`src/rtl/tx_ds_pkg.sv`:
```
// Shared lchar codes and shifter state encoding for the D/S link transmitter.
// Defining TX_DS_NULL_FILL_EN adds the NULL_ESC/NULL_FCT fill states.
package tx_ds_pkg;

  localparam logic [1:0] LCH_FCT = 2'd0;
  localparam logic [1:0] LCH_EOP = 2'd1;
  localparam logic [1:0] LCH_EEP = 2'd2;
  localparam logic [1:0] LCH_ESC = 2'd3;

`ifdef TX_DS_NULL_FILL_EN
  typedef enum logic [2:0] {
    IDLE,
    PARITY,
    FLAG,
    PAYLOAD,
    NULL_ESC,
    NULL_FCT
  } tx_state_e;
`else
  typedef enum logic [1:0] {
    IDLE,
    PARITY,
    FLAG,
    PAYLOAD
  } tx_state_e;
`endif

endpackage

```
`src/rtl/tx_ds_bitclk.sv`:
```
// Bit-period divider: counts 0..rate and pulses bit_tick on the last count.
// The rate is captured on load so a running character keeps its timing.
module tx_ds_bitclk
  import tx_ds_pkg::*;
#(
  parameter int DIV_W = 8
) (
  input  logic             clk,
  input  logic             rst_n,
  input  logic             load,
  input  logic [DIV_W-1:0] rate,
  output logic             bit_tick
);

  logic [DIV_W-1:0] cnt_q, cnt_d;
  logic [DIV_W-1:0] rate_q, rate_d;

  assign bit_tick = (cnt_q == rate_q);

  always_comb begin
    rate_d = rate_q;
    cnt_d  = cnt_q + 1'b1;
    if (load) begin
      rate_d = rate;
      cnt_d  = '0;
    end else if (bit_tick) begin
      cnt_d = '0;
    end
  end

  always_ff @(posedge clk) begin
    if (!rst_n) begin
      cnt_q  <= '0;
      rate_q <= '0;
    end else begin
      cnt_q  <= cnt_d;
      rate_q <= rate_d;
    end
  end

endmodule

```
`src/rtl/tx_ds_link.sv`:
```
// Double-buffered D/S character transmitter: frames P,F,payload LSB-first with odd parity.
// Optional macro TX_DS_NULL_FILL_EN: idle time is filled with NULL (ESC then FCT).
module tx_ds_link
  import tx_ds_pkg::*;
#(
  parameter int DATA_BITS  = 8,
  parameter int LCHAR_BITS = 2,
  parameter int DIV_W      = 8
) (
  input  logic                 TxClk,
  input  logic                 TxReset_n,
  input  logic                 valid_i,
  input  logic                 lchar_i,
  input  logic [DATA_BITS-1:0] dat_i,
  input  logic [DIV_W-1:0]     rate_i,
  output logic                 ready_o,
  output logic                 D_o,
  output logic                 S_o,
  output logic                 busy_o
);

  localparam int FRAME_W = DATA_BITS + 2;
  localparam int CNT_W   = $clog2(FRAME_W + 1);
  localparam logic [CNT_W-1:0]     LEFT_N   = CNT_W'(DATA_BITS + 1);
  localparam logic [CNT_W-1:0]     LEFT_L   = CNT_W'(LCHAR_BITS + 1);
  localparam logic [DATA_BITS-1:0] LCH_MASK = DATA_BITS'((64'd1 << LCHAR_BITS) - 64'd1);

  tx_state_e            state_q, state_d;
  logic                 hold_full_q, hold_full_d;
  logic                 hold_lchar_q, hold_lchar_d;
  logic [DATA_BITS-1:0] hold_dat_q, hold_dat_d;
  logic [FRAME_W-1:0]   frame_q, frame_d;
  logic [CNT_W-1:0]     left_q, left_d;
  logic                 d_q, d_d;
  logic                 s_q, s_d;
  logic                 par_q, par_d;
  logic                 rst_done_q, rst_done_d;

  logic                 accept;
  logic                 load_hold, load_esc, load_fct, load_any;
  logic                 shift;
  logic                 bit_tick;
  logic                 src_lchar;
  logic [DATA_BITS-1:0] src_payload;
  logic                 new_bit, drive;

  assign ready_o  = TxReset_n & rst_done_q & ~hold_full_q;
  assign accept   = valid_i & ready_o;
  assign load_any = load_hold | load_esc | load_fct;
  assign busy_o   = (state_q != IDLE);
  assign D_o      = d_q;
  assign S_o      = s_q;

  tx_ds_bitclk #(
    .DIV_W(DIV_W)
  ) u_bitclk (
    .clk     (TxClk),
    .rst_n   (TxReset_n),
    .load    (load_any),
    .rate    (rate_i),
    .bit_tick(bit_tick)
  );

  always_ff @(posedge TxClk) begin
    if (!TxReset_n) begin
      state_q      <= IDLE;
      hold_full_q  <= 1'b0;
      hold_lchar_q <= 1'b0;
      hold_dat_q   <= '0;
      frame_q      <= '0;
      left_q       <= '0;
      d_q          <= 1'b0;
      s_q          <= 1'b0;
      par_q        <= 1'b0;
      rst_done_q   <= 1'b0;
    end else begin
      state_q      <= state_d;
      hold_full_q  <= hold_full_d;
      hold_lchar_q <= hold_lchar_d;
      hold_dat_q   <= hold_dat_d;
      frame_q      <= frame_d;
      left_q       <= left_d;
      d_q          <= d_d;
      s_q          <= s_d;
      par_q        <= par_d;
      rst_done_q   <= rst_done_d;
    end
  end

  // A finished frame chains straight into the holding register so there is no gap bit.
  always_comb begin
    state_d   = state_q;
    load_hold = 1'b0;
    load_esc  = 1'b0;
    load_fct  = 1'b0;
    shift     = 1'b0;
    case (state_q)
      IDLE: begin
        if (hold_full_q) begin
          load_hold = 1'b1;
          state_d   = PARITY;
        end
`ifdef TX_DS_NULL_FILL_EN
        else if (rst_done_q) begin
          load_esc = 1'b1;
          state_d  = NULL_ESC;
        end
`endif
      end
      default: begin
        if (bit_tick) begin
          if (left_q != '0) begin
            shift = 1'b1;
            if (state_q == PARITY) begin
              state_d = FLAG;
            end else if (state_q == FLAG) begin
              state_d = PAYLOAD;
            end
          end else begin
`ifdef TX_DS_NULL_FILL_EN
            if (state_q == NULL_ESC) begin
              load_fct = 1'b1;
              state_d  = NULL_FCT;
            end else if (hold_full_q) begin
              load_hold = 1'b1;
              state_d   = PARITY;
            end else begin
              load_esc = 1'b1;
              state_d  = NULL_ESC;
            end
`else
            if (hold_full_q) begin
              load_hold = 1'b1;
              state_d   = PARITY;
            end else begin
              state_d = IDLE;
            end
`endif
          end
        end
      end
    endcase
  end

  always_comb begin
    hold_full_d  = hold_full_q;
    hold_lchar_d = hold_lchar_q;
    hold_dat_d   = hold_dat_q;
    rst_done_d   = 1'b1;
    if (load_hold) begin
      hold_full_d = 1'b0;
    end
    if (accept) begin
      hold_full_d  = 1'b1;
      hold_lchar_d = lchar_i;
      hold_dat_d   = lchar_i ? (dat_i & LCH_MASK) : dat_i;
    end

    src_lchar   = hold_lchar_q;
    src_payload = hold_dat_q;
    if (load_esc) begin
      src_lchar   = 1'b1;
      src_payload = DATA_BITS'(LCH_ESC);
    end
    if (load_fct) begin
      src_lchar   = 1'b1;
      src_payload = DATA_BITS'(LCH_FCT);
    end

    frame_d = frame_q;
    left_d  = left_q;
    par_d   = par_q;
    d_d     = d_q;
    s_d     = s_q;
    new_bit = d_q;
    drive   = 1'b0;
    // On load the parity bit goes straight to the line; F and payload wait in frame_q.
    if (load_any) begin
      frame_d = {1'b0, src_payload, src_lchar};
      left_d  = src_lchar ? LEFT_L : LEFT_N;
      par_d   = ^src_payload;
      new_bit = ~(par_q ^ src_lchar);
      drive   = 1'b1;
    end else if (shift) begin
      frame_d = frame_q >> 1;
      left_d  = left_q - 1'b1;
      new_bit = frame_q[0];
      drive   = 1'b1;
    end
    if (drive) begin
      d_d = new_bit;
      s_d = (new_bit == d_q) ? ~s_q : s_q;
    end
  end

endmodule

```
`config.mk`:
```
export PLATFORM = sky130hd
export DESIGN_NAME = tx_ds_link
export DESIGN_NICKNAME = d
export VERILOG_FILES = /design/src/rtl/tx_ds_pkg.sv /design/src/rtl/tx_ds_bitclk.sv /design/src/rtl/tx_ds_link.sv
export SDC_FILE = /design/constraint.sdc
export NUM_CORES = 1
export LEC_CHECK = 0
export CAP_MARGIN = 20
export CELL_PAD_IN_SITES_DETAIL_PLACEMENT = 2
export CELL_PAD_IN_SITES_GLOBAL_PLACEMENT = 2
export CORE_MARGIN = 4
export CORE_UTILIZATION = 32
export CTS_BUF_LIST = sky130_fd_sc_hd__clkbuf_4 sky130_fd_sc_hd__clkbuf_8
export DETAILED_ROUTE_END_ITERATION = 12
export HOLD_SLACK_MARGIN = 0.02
export PLACE_DENSITY_LB_ADDON = 0.12
export SYNTH_ARGS = -nofsm -noshare
export SYNTH_HDL_FRONTEND = slang
export SYNTH_SLANG_ARGS = --single-unit
```
`constraint.sdc`:
```
create_clock -name TxClk -period 2.25 [get_ports TxClk]
set_input_delay 0.45 -clock TxClk [delete_from_list [all_inputs] [get_ports TxClk]]
set_output_delay 0.45 -clock TxClk [all_outputs]
set_load 0.01 [all_outputs]
```
==> flow_metrics.tcl <==
set metrics [dict create \
    status "complete, no violations" \
    vdd_drop_max_mv 0.277 \
    worstReg2RegStart "left_q[0]$_SDFFE_PN0P_" \
    setup_viol 0 \
    wirelength_mm 5.43 \
    cts.reportedPaths.clkPinSlew_ns 0.08 \
    critical-path-slowest-cell "a21oi_2" \
    pre_cts_ws_ns 0.0448 \
    diodes 0 \
    placed_area_mm2 0.00241 \
    ys_ff_latch 45 \
    die_width_um 88.2 \
    clock-root-buffer "clkbuf_8" \
    std_cell_rows 28 \
    place_hpwl_mm 4.12 \
    ys_top_cells_by_count "dfxtp_1 (45), nand2_1 (28), nand3_1 (16)" \
    finalNetCount 283 \
    gp_congestion 0.735 \
    clk_latency_ns 0.30 \
    h-tree-depth 2 \
    initial_utilization_pct 33.8 \
    critical_path_class "reg2reg" \
    overflow 0 \
    synth_nets 254 \
    clock_skew_ns 0.00876 \
    ioPinCount 24 \
    tns_ns 0 \
    worstSetupStartpoint "left_q[0]$_SDFFE_PN0P_" \
    syn_area_mm2 0.00206 \
    synthDistinctLibCells 42 \
    fin_ws_ns 0.201 \
    endpoint_kind "register" \
    cp.arrival_ns 2.29 \
    synth_cells 231 \
    grtUsageTotal_pct 15.4 \
    synth_most_common_cell "dfxtp_1" \
    maxSlewViolCount 0 \
    antenna_found_initial 0 \
    syn_area_per_cell_um2 8.91 \
    chipHeight_um 88.2 \
    cp.required_ns 2.49 \
    rsz0062_at_grt "no" \
    synth-edff-count 0 \
    r2r_end "frame_q[2]$_SDFFE_PN0P_" \
    drtIter0Drc 38 \
    synth_area_leaders "dfxtp_1 (44%), xor2_1 (6.0%), nand2_1 (5.1%), a221o_1 (4.4%), nand3_1 (3.9%)" \
    drtAntennaViolNets 0 \
    cts_tree "built" \
    area_growth_pct 22.2 \
    synth_top_cell_by_area "dfxtp_1" \
    reg2reg_depth 7 \
    period_minus_slack_ns 2.05 \
    core-area_mm2 0.00610 \
    cp_slowest_stage_delay_ns 0.38 \
    hp-class "reg2reg" \
    utilization_pct 41.3 \
    via_per_inst 5.28 \
    grt_first_pass_wirelength_mm 9.29 \
    cellLeakagePower_nw 0.966 \
    drive_gt1_share_pct 10.0 \
    cellPowerDensity_mw_per_mm2 753 \
    drc 0 \
    r2r_setup_slack_ns 0.20 \
    start_kind "register" \
    ys_seq_area_share_pct 43.8 \
    synth_ff_type "dfxtp_1" \
    io_buffers 23 \
    worst_pin_slew_ns 0.420 \
    hold_viol 0 \
    first_global_vias 1895 \
    period_share_pct 91.1 \
    wl_per_cell_um 16.2 \
    vias 1769 \
    firstDrtPassIters 4 \
    ys_warn_count 0 \
    die-area_mm2 0.00778 \
    clockBufferDepth 2 \
    maxCapViolCount 0 \
    synth_top_area_share_pct 43.8 \
    crit_path_end "frame_q[2]$_SDFFE_PN0P_" \
    fmax_mhz 488 \
    cp_cell_sequence "inv_1 -> ha_1 -> nor3b_4 -> nor2_1 -> or2_2 -> a21oi_2 -> a221o_1" \
    cts.sinks 45 \
    slew_headroom_pct 71.3 \
    critPathMaxFanout 9 \
    grt_max_degree 29 \
    numCtsBuffers 5 \
    finalInstanceArea_mm2 0.00252 \
    ys_async_sr_fraction_pct 0 \
]
==> state kept, by name (all words and copies together), names as in the netlist <==
signal,count
D_o,1
S_o,1
frame_q,9
hold_dat_q,8
hold_full_q,1
hold_lchar_q,1
left_q,4
par_q,1
rst_done_q,1
state_q,2
u_bitclk.cnt_q,8
u_bitclk.rate_q,8
==> layer usage <==
layer	vias to the layer above	GRT usage (%)	part of all wire (%)
met1	872	19.8	48
li1	868	-	-
met5	-	0	0
met2	24	25.4	48
met3	5	3.48	3.1
met4	0	4.95	0.96
==> worst min path at each step <==
stage                                    start                         end  slack (ns)  cells past startpoint
global route           frame_q[8]$_SDFFE_PN0P_     frame_q[8]$_SDFFE_PN0P_        0.51                      2
CTS                 hold_dat_q[5]$_SDFFE_PN0P_  hold_dat_q[5]$_SDFFE_PN0P_        0.49                      2
detailed placement     frame_q[8]$_SDFFE_PN0P_     frame_q[8]$_SDFFE_PN0P_        0.47                      2
finish                 frame_q[8]$_SDFFE_PN0P_     frame_q[8]$_SDFFE_PN0P_        0.48                      2
global placement       frame_q[8]$_SDFFE_PN0P_     frame_q[8]$_SDFFE_PN0P_        0.46                      2
floorplan              frame_q[8]$_SDFFE_PN0P_     frame_q[8]$_SDFFE_PN0P_        0.45                      2
==> worst max-delay path: cells and delay by family (launching register included) <==
family / cells / cell delay [ns]
and+or+nand+nor: 3 / 0.80
buffers and inverters: 1 / 0.09
adders and majority gates: 1 / 0.15
AOI/OAI and AO/OA: 2 / 0.61
DFF: 1 / 0.34
==> per-stage QoR <==
stage	power, mW	std cells	hold slack (ns)
2_1_floorplan	1.20	231	0.446
3_3_place_gp	1.38	328	0.463
3_5_place_dp	1.39	328	0.473
4_1_cts	1.92	335	0.489
5_1_grt	2.03	335	0.513
6_report	1.90	335	0.483
==> report_power, final <==
group / switching, mW / leakage (nW) / internal, mW
clock network: 0.267 / 0.0477 / 0.256
logic: 0.265 / 0.553 / 0.216
registers: 0.0488 / 0.365 / 0.843
==> final cells by class <==
type / count / area (um^2)
inverters: 9 / 33.8
well taps: 75 / 93.8
fillers: 711 / 3580
clock buffers: 7 / 90.1
repair buffers: 34 / 328
flip-flops and latches: 45 / 901
multi-input cells: 165 / 1070
==> layout by cell type, fill, tap and decap left out, drive strengths merged, types with 2 or more instances in the layout <==
cell type and n:
clkdlybuf4s50 22, nor3b 9, nor2 15, and2 4
nand3b 6, buf 11, o21ai 8, or3 2
xnor2 9, nor3 2, a21oi 14, clkbuf 7
xor2 14, inv 9, a311oi 2, a221o 9
and3 5, nor4 2, nand2 28, dfxtp 45
ha 3, nand3 16, o31ai 2
==> cells by family (layout without fill, tap and decap cells) <==
family | after synthesis | in the layout | share of synthesized area, %
xor+xnor | 23 | 23 | 9.79
mux | 1 | 1 | 0.486
fa+ha+maj | 3 | 3 | 1.82
buf+inv | 21 | 50 | 4.68
compound gates | 46 | 46 | 15.9
simple gates | 92 | 92 | 23.6
flops | 45 | 45 | 43.8
==> timing repair <==
action / CTS / global route
setup endpoints to repair: 0 / 12
hold buffers: 0 / 0
gates resized for setup: 0 / 3
buffers inserted: 0 / 0
No activity file was read; power rests on OpenSTA's default activity.
